--- src/rtl/uart_cmd_responder_if.sv ---
// FIFO-side handshake bundle between the command responder and the UART
// receive/transmit FIFOs.
interface uart_cmd_responder_if #(
  parameter int DBIT = 8
);
  logic [DBIT-1:0] r_data;
  logic            rx_empty;
  logic            rd_uart;
  logic [DBIT-1:0] w_data;
  logic            wr_uart;
  logic            tx_full;

  modport master (
    input  r_data, rx_empty, tx_full,
    output rd_uart, w_data, wr_uart
  );

  modport slave (
    output r_data, rx_empty, tx_full,
    input  rd_uart, w_data, wr_uart
  );
endinterface

--- src/rtl/uart_cmd_responder.sv ---
// Byte-oriented command responder: 'W' addr data writes a 16x8 register file,
// 'R' addr reads it back, anything else is answered with '?'.
module uart_cmd_responder #(
  parameter int DBIT    = 8,
  parameter int TIMEOUT = 100000
) (
  input  logic                   clk,
  input  logic                   reset,
  uart_cmd_responder_if.master   uif,
  output logic [7:0]             ctrl_reg,
  output logic                   busy,
  output logic [7:0]             err_cnt
);

  localparam int CW = (TIMEOUT < 2) ? 1 : $clog2(TIMEOUT);

  localparam logic [7:0] CMD_WR   = 8'h57;
  localparam logic [7:0] CMD_RD   = 8'h52;
  localparam logic [7:0] RESP_OK  = 8'h4B;
  localparam logic [7:0] RESP_BAD = 8'h3F;

  typedef enum logic [1:0] {
    IDLE,
    GET_ADDR,
    GET_DATA,
    SEND
  } state_t;

  state_t          state_q, state_d;
  logic            is_rd_q, is_rd_d;
  logic [3:0]      addr_q, addr_d;
  logic [7:0]      resp_q, resp_d;
  logic [7:0]      err_q, err_d;
  logic [CW-1:0]   tmo_q, tmo_d;
  logic [7:0]      regs_q [16];
  logic [7:0]      regs_d [16];
  logic            pop;
  logic            push;
  logic [7:0]      rx_byte;
  logic            expired;

  function automatic logic [7:0] sat_inc(input logic [7:0] v);
    return (v == 8'hFF) ? v : v + 8'd1;
  endfunction

  assign rx_byte = uif.r_data[7:0];
  assign expired = (tmo_q == CW'(TIMEOUT - 1));

  always_comb begin
    state_d = state_q;
    is_rd_d = is_rd_q;
    addr_d  = addr_q;
    resp_d  = resp_q;
    err_d   = err_q;
    tmo_d   = '0;
    regs_d  = regs_q;
    pop     = 1'b0;
    push    = 1'b0;

    case (state_q)
      IDLE: begin
        if (!uif.rx_empty) begin
          pop     = 1'b1;
          is_rd_d = (rx_byte == CMD_RD);
          if (rx_byte == CMD_WR || rx_byte == CMD_RD) begin
            state_d = GET_ADDR;
          end else begin
            resp_d  = RESP_BAD;
            err_d   = sat_inc(err_q);
            state_d = SEND;
          end
        end
      end

      GET_ADDR: begin
        // A byte present on the expiry cycle is still taken.
        if (!uif.rx_empty) begin
          pop    = 1'b1;
          addr_d = rx_byte[3:0];
          if (is_rd_q) begin
            resp_d  = regs_q[rx_byte[3:0]];
            state_d = SEND;
          end else begin
            state_d = GET_DATA;
          end
        end else if (expired) begin
          err_d   = sat_inc(err_q);
          state_d = IDLE;
        end else begin
          tmo_d = tmo_q + 1'b1;
        end
      end

      GET_DATA: begin
        if (!uif.rx_empty) begin
          pop            = 1'b1;
          regs_d[addr_q] = rx_byte;
          resp_d         = RESP_OK;
          state_d        = SEND;
        end else if (expired) begin
          err_d   = sat_inc(err_q);
          state_d = IDLE;
        end else begin
          tmo_d = tmo_q + 1'b1;
        end
      end

      SEND: begin
        if (!uif.tx_full) begin
          push    = 1'b1;
          state_d = IDLE;
        end
      end

      default: state_d = IDLE;
    endcase
  end

  always_ff @(posedge clk or posedge reset) begin
    if (reset) begin
      state_q <= IDLE;
      is_rd_q <= 1'b0;
      addr_q  <= '0;
      resp_q  <= '0;
      err_q   <= '0;
      tmo_q   <= '0;
      regs_q  <= '{default: 8'h00};
    end else begin
      state_q <= state_d;
      is_rd_q <= is_rd_d;
      addr_q  <= addr_d;
      resp_q  <= resp_d;
      err_q   <= err_d;
      tmo_q   <= tmo_d;
      regs_q  <= regs_d;
    end
  end

  // Pop is gated by reset so the FIFO never loses a byte while the block is held.
  assign uif.rd_uart = pop & ~reset;
  assign uif.wr_uart = push;
  assign uif.w_data  = DBIT'(resp_q);
  assign ctrl_reg    = regs_q[0];
  assign busy        = (state_q != IDLE);
  assign err_cnt     = err_q;

endmodule

--- src/flat_wrapper.sv ---
// flat-port wrapper written by rule: the top's interface ports become plain ports
module uart_cmd_responder_flat 
#(
  parameter int DBIT    = 8,
  parameter int TIMEOUT = 100000
)
  (clk, reset, ctrl_reg, busy, err_cnt, uif_r_data, uif_rx_empty, uif_tx_full, uif_rd_uart, uif_w_data, uif_wr_uart);
  uart_cmd_responder_if #(.DBIT(DBIT)) uif_i ();
  input  logic clk;
  input  logic reset;
  output logic [7:0] ctrl_reg;
  output logic busy;
  output logic [7:0] err_cnt;
  input wire logic [$bits(uif_i.r_data)-1:0] uif_r_data;
  input wire logic [$bits(uif_i.rx_empty)-1:0] uif_rx_empty;
  input wire logic [$bits(uif_i.tx_full)-1:0] uif_tx_full;
  output wire logic [$bits(uif_i.rd_uart)-1:0] uif_rd_uart;
  output wire logic [$bits(uif_i.w_data)-1:0] uif_w_data;
  output wire logic [$bits(uif_i.wr_uart)-1:0] uif_wr_uart;
  assign uif_i.r_data = uif_r_data;
  assign uif_i.rx_empty = uif_rx_empty;
  assign uif_i.tx_full = uif_tx_full;
  assign uif_rd_uart = uif_i.rd_uart;
  assign uif_w_data = uif_i.w_data;
  assign uif_wr_uart = uif_i.wr_uart;
  uart_cmd_responder #(.DBIT(DBIT), .TIMEOUT(TIMEOUT)) u_core (.clk(clk), .reset(reset), .uif(uif_i), .ctrl_reg(ctrl_reg), .busy(busy), .err_cnt(err_cnt));
endmodule
--- config.mk ---
export PLATFORM = sky130hd
export DESIGN_NAME = uart_cmd_responder_flat
export DESIGN_NICKNAME = d
export VERILOG_FILES = /design/src/rtl/uart_cmd_responder_if.sv /design/src/rtl/uart_cmd_responder.sv /design/src/flat_wrapper.sv
export SDC_FILE = /design/constraint.sdc
export NUM_CORES = 1
export LEC_CHECK = 0
export ABC_AREA = 1
export ABC_CLOCK_PERIOD_IN_PS = 9150
export CORE_MARGIN = 1
export CORE_UTILIZATION = 50
export DETAILED_ROUTE_END_ITERATION = 8
export PLACE_DENSITY_LB_ADDON = 0.05
export SLEW_MARGIN = 15
export SYNTH_ARGS = -nofsm -noshare
export SYNTH_HDL_FRONTEND = slang
export SYNTH_SLANG_ARGS = --single-unit
export TNS_END_PERCENT = 10
--- constraint.sdc ---
create_clock -name clk -period 9.15 [get_ports clk]
set_input_delay 1.83 -clock clk [delete_from_list [all_inputs] [get_ports clk]]
set_output_delay 1.83 -clock clk [all_outputs]
set_load 0.02 [all_outputs]
* After elaboration in Yosys (flattened, before gate mapping)
Cells that the tools add are included.
** Storage, ports and cells
- Output and inout bits :: 27
- Flip-flop bits (word level) :: 168
- Input bits :: 12
** Operators by class
- Bitwise operators :: 5
- Reduce and logical (&&, ||, !) cells :: 14
- Multiplexer cells :: 33
- $add $sub $neg :: 2
- Equal/unequal tests :: 15
- $lt $le $gt $ge :: 3
** Operator list (number)
- $bwmux W128 :: 1
- $mux W8 :: 13
- $mux W17 :: 3
- $bmux W8 S4 :: 1
- $demux W8 S4 :: 1
- $pmux W8 S3 :: 1
- $add A17 B1 Y17 const B :: 1
- $eq A17 B17 Y1 const B :: 1
- $eq A8 B7 Y1 const B :: 2
- $pmux W8 S2 :: 1
- $mux W2 :: 6
- $ge A5 B5 Y1 const B :: 2
- $ne A2 B2 Y1 const B :: 5
- $not A4 Y5 :: 2
- $add A8 B1 Y8 const B :: 1
- $eq A8 B8 Y1 const B :: 1
- $pmux W2 S4 :: 1
- $reduce_and A2 Y1 :: 4
- $ne A2 B1 Y1 const B :: 3
- $reduce_and A6 Y1 :: 1
- $lt A5 B1 Y1 const B :: 1
- $mux W1 :: 5
- $reduce_and A5 Y1 :: 1
- $eq A2 B2 Y1 const B :: 2
- 10 further kinds :: 12

* Logic depth before layout (Yosys ltp)
- Word-level depth :: 7
- Mapped depth :: 13
- Mapped depth without buffers :: 11

* Least setup slack after synthesis
No wires, ideal clock.
- Path kind :: input -> output
- Start point :: input port uif_rx_empty
- End point :: output port uif_rd_uart
- Data arrival time :: 2.465 ns
- Path slack :: 4.855 ns
- Required time :: 7.320 ns
- Stages on the path :: 2
- Path buffers :: 1
- Path through :: buf_6 > nor3_1
** Between the ends
- Word-level cells in the longest chain between the ends :: 3
** Ends and longest elaborated chain
- start, declared :: line flat_wrapper.sv:15 : input wire logic [$bits(uif_i.rx_empty)-1:0] uif_rx_empty;
- $mux W1 :: line uart_cmd_responder.sv:62, uart_cmd_responder.sv:77, uart_cmd_responder.sv:95
- $mux W1
- $and A1 B1 Y1 :: line uart_cmd_responder.sv:140 : assign uif.rd_uart = pop & ~reset;
- end, declared :: line flat_wrapper.sv:17 : output wire logic [$bits(uif_i.rd_uart)-1:0] uif_rd_uart;
Every way passes these cells.

* Worst setup path in the final report
Ends and elaborated chain as after synthesis.

==> key figures <==
Cells and area
  – Most common cell after layout, fill and taps aside: nand2_1
  – Most frequent cells in the layout: nand2_1, dfrtp_1, inv_1
  – # diodes: 0
  – Filler cells: 1598
  – Biggest regs: u_core.regs_q (120), u_core.tmo_q (17)
  – Fin cells: 1363
  – Nets: 1150
  – Max reg flops: 120
  – P&R area growth vs syn: 11.6%
  – Biggest register: u_core.regs_q
  – Layout cells sized above 1: 5.95%

Clocking
  – Post-CTS Hold Fix Bufs: 0
  – H-tree Lvls: 4
  – Maximum buffer depth of the clock tree: 2
  – PostCTS Resize Cnt: 0
  – Clock Latency Late Sink: 0.43 ns
  – CTS tree: built
  – Clk pin slew, worst setup/hold paths: 0.06 ns
  – # clock sinks: 168
  – CTS Buf Count: 17
  – Post-CTS Setup Bufs: 0
  – Root Driver: clkbuf_16

Synthesis
  – Syn Nets: 1148
  – XOR/XNOR Fraction of Synth Area: 1.02%
  – FF+latch count, synth: 168
  – Adder-Cell Fraction of Synth Area: 1.17%
  – Largest family of logic cells by synthesized area: simple AND/OR/NAND/NOR gates
  – Mux share of post-synthesis cell area: 0%
  – Cell count after synthesis: 1128
  – Asr flop ratio synth: 100%
  – Post-synthesis simple-gate area fraction: 29.4%
  – Mapped Avg Cell Area: 7.58 um^2
  – Post-synthesis cell type count: 37
  – Yosys warns: 0
  – Mapped Area: 8550 um^2
  – Compound-Gate Fraction of Synth Area: 10.1%
  – Number of synthesized flops with an enable pin: 0
  – Sequential cell area fraction in the yosys report: 49.2%
  – Main synth FF type: dfrtp_1

Pwr
  – Power density over the cells: 295 nW/um^2
  – Pwr Total: 2.82 mW
  – Leak Pwr: 4.73 nW
  – Max rail drop VDD: 185 uV

STA
  – TNS Setup: 0 ns
  – Unrepaired setup endpoints after global routing: false
  – Worst slew pin tran: 1.00 ns
  – Setup violators final: 0
  – Fmax: 193 MHz
  – Final period util: 56.6%
  – Minimum clock period: 5.18 ns
  – Worst Slack Setup Final: 3.97 ns
  – Worst slew margin: 33.2%
  – Skew final: 0.00850 ns
  – Final slew viol count: 0
  – Final Hold Viols: 0

Routing
  – DRC viols: 0
  – Drt initial violations: 606
  – Post-DRT Antenna Nets: 0
  – Wire length per cell: 15.0 um
  – DR pass1 iterations: 5
  – Aggregate routed wire length: 20.5 mm
  – Via count: 6932
  – Vias/cell: 5.09

Global route
  – Initial antenna violation count: 0
  – First-pass GRT wire length: 35.0 mm
  – Gr usage total: 25.6%
  – Number of global-route vias before repair: 6571
  – Gr ovfl total: 0
  – Largest net degree at the start of global routing: 109

Setup path
  – Data required, critical path: 7.32 ns
  – Worst Path Arrival: 3.35 ns
  – CP Buf/Inv Count: 2
  – CP max stage cell: clkdlybuf4s50_1
  – Crit path top cell by count: clkdlybuf4s50_1
  – Peak fanout along the critical path: 9
  – R2R cell count: 8
  – Crit Path Category: input port to output pin
  – CP Capture Type: output pin
  – Crit-path cells: clkdlybuf4s50_1 > nor3_1 > clkdlybuf4s50_1
  – Crit path largest cell delay: 0.63 ns
  – CP Launch Type: input port
  – Stages on worst setup path: 3
  – Crit-path leading delay family: buffers and inverters

Die
  – Core area: 16600 um^2
  – Die area: 17600 um^2
  – Initial Util: 51.4%
  – I/O pin cnt: 39
  – Core Rows: 47
  – Die X: 133 um
  – Die height: 133 um

Min path
  – Worst Hold Path Cells: 1
  – Tightest Hold Check Type: flop to flop

Place
  – Pre-CTS setup slack: 3.95 ns
  – HPWL Detailed: 12.7 mm
  – Gpl congestion: 0.787
  – # port buffers: 38
  – Placed cell count: 1331

Status
  – Status: completed

Job
  – Max-cap violations: 0
layout make-up:
| class | count | area (um^2) | area share, % |
|---|---|---|---|
| Timing Repair Buffer | 43 | 413 | 4.33 |
| Sequential cell | 168 | 4200 | 44.0 |
| Clock inverter | 9 | 139 | 1.45 |
| Clock buffer | 23 | 478 | 5.01 |
| Tap cell | 220 | 275 | 2.88 |
| Multi-Input combinational cell | 775 | 3560 | 37.3 |
| Inverter | 125 | 477 | 4.99 |
worst paths after layout:
kind                                             end  slack (ns)              start
max in group asynchronous         u_core.regs_q[110]        5.72              reset
worst min-delay path                 u_core.tmo_q[0]        0.47    u_core.tmo_q[0]
worst max register to register  u_core.uif.w_data[0]        6.81  u_core.state_q[1]
worst max-delay path                     uif_rd_uart        3.97       uif_rx_empty
worst min register to register       u_core.tmo_q[0]        0.47    u_core.tmo_q[0]
min in group asynchronous       u_core.uif.w_data[2]        2.02              reset
per-stage QoR:
stage	utilization [%]	hold WS (ns)	instance area (um^2)
after detailed placement	53.7	0.452	8930
after CTS	57.4	0.469	9550
after floorplan	-	0.433	8550
after global routing	57.4	0.499	9550
final	57.4	0.466	9550
after global placement	53.7	0.454	8930
synthesized netlist by cell type (11+ instances only):
cell type,count,area [um^2]
nand2_1,410,1540
clkbuf_1,28,105
o21ai_0,106,531
buf_4,11,82.6
inv_1,118,443
a21oi_1,13,65.1
nor2_1,57,214
nand4_1,14,87.6
nor3_1,16,80.1
dfrtp_1,168,4200
o21ai_1,24,120
nand3_1,76,380
logic make-up after synthesis:
kind of cell,Yosys count
XOR/XNOR,10
AND/OR/NAND/NOR,596
flip-flops,168
AO/OA/AOI/OAI,161
adder cells (fa/ha/maj),8
buffers and inverters,185
metal layers:
metal  vias up  wire length [um]  track usage (%)
met5         -                 0                0
met4         0               301             7.15
met3        22               935             4.98
met2       136              8500             36.1
met1      3229             10800             39.6
li1       3545                 -                -
power breakdown:
part,switching (mW),internal (mW),leakage [nW]
combinational,0.543,0.335,2.19
clock,0.303,0.453,0.290
sequential,0.172,1.01,2.24
total,1.02,1.80,4.73
Power figures use the tool's default switching activity.
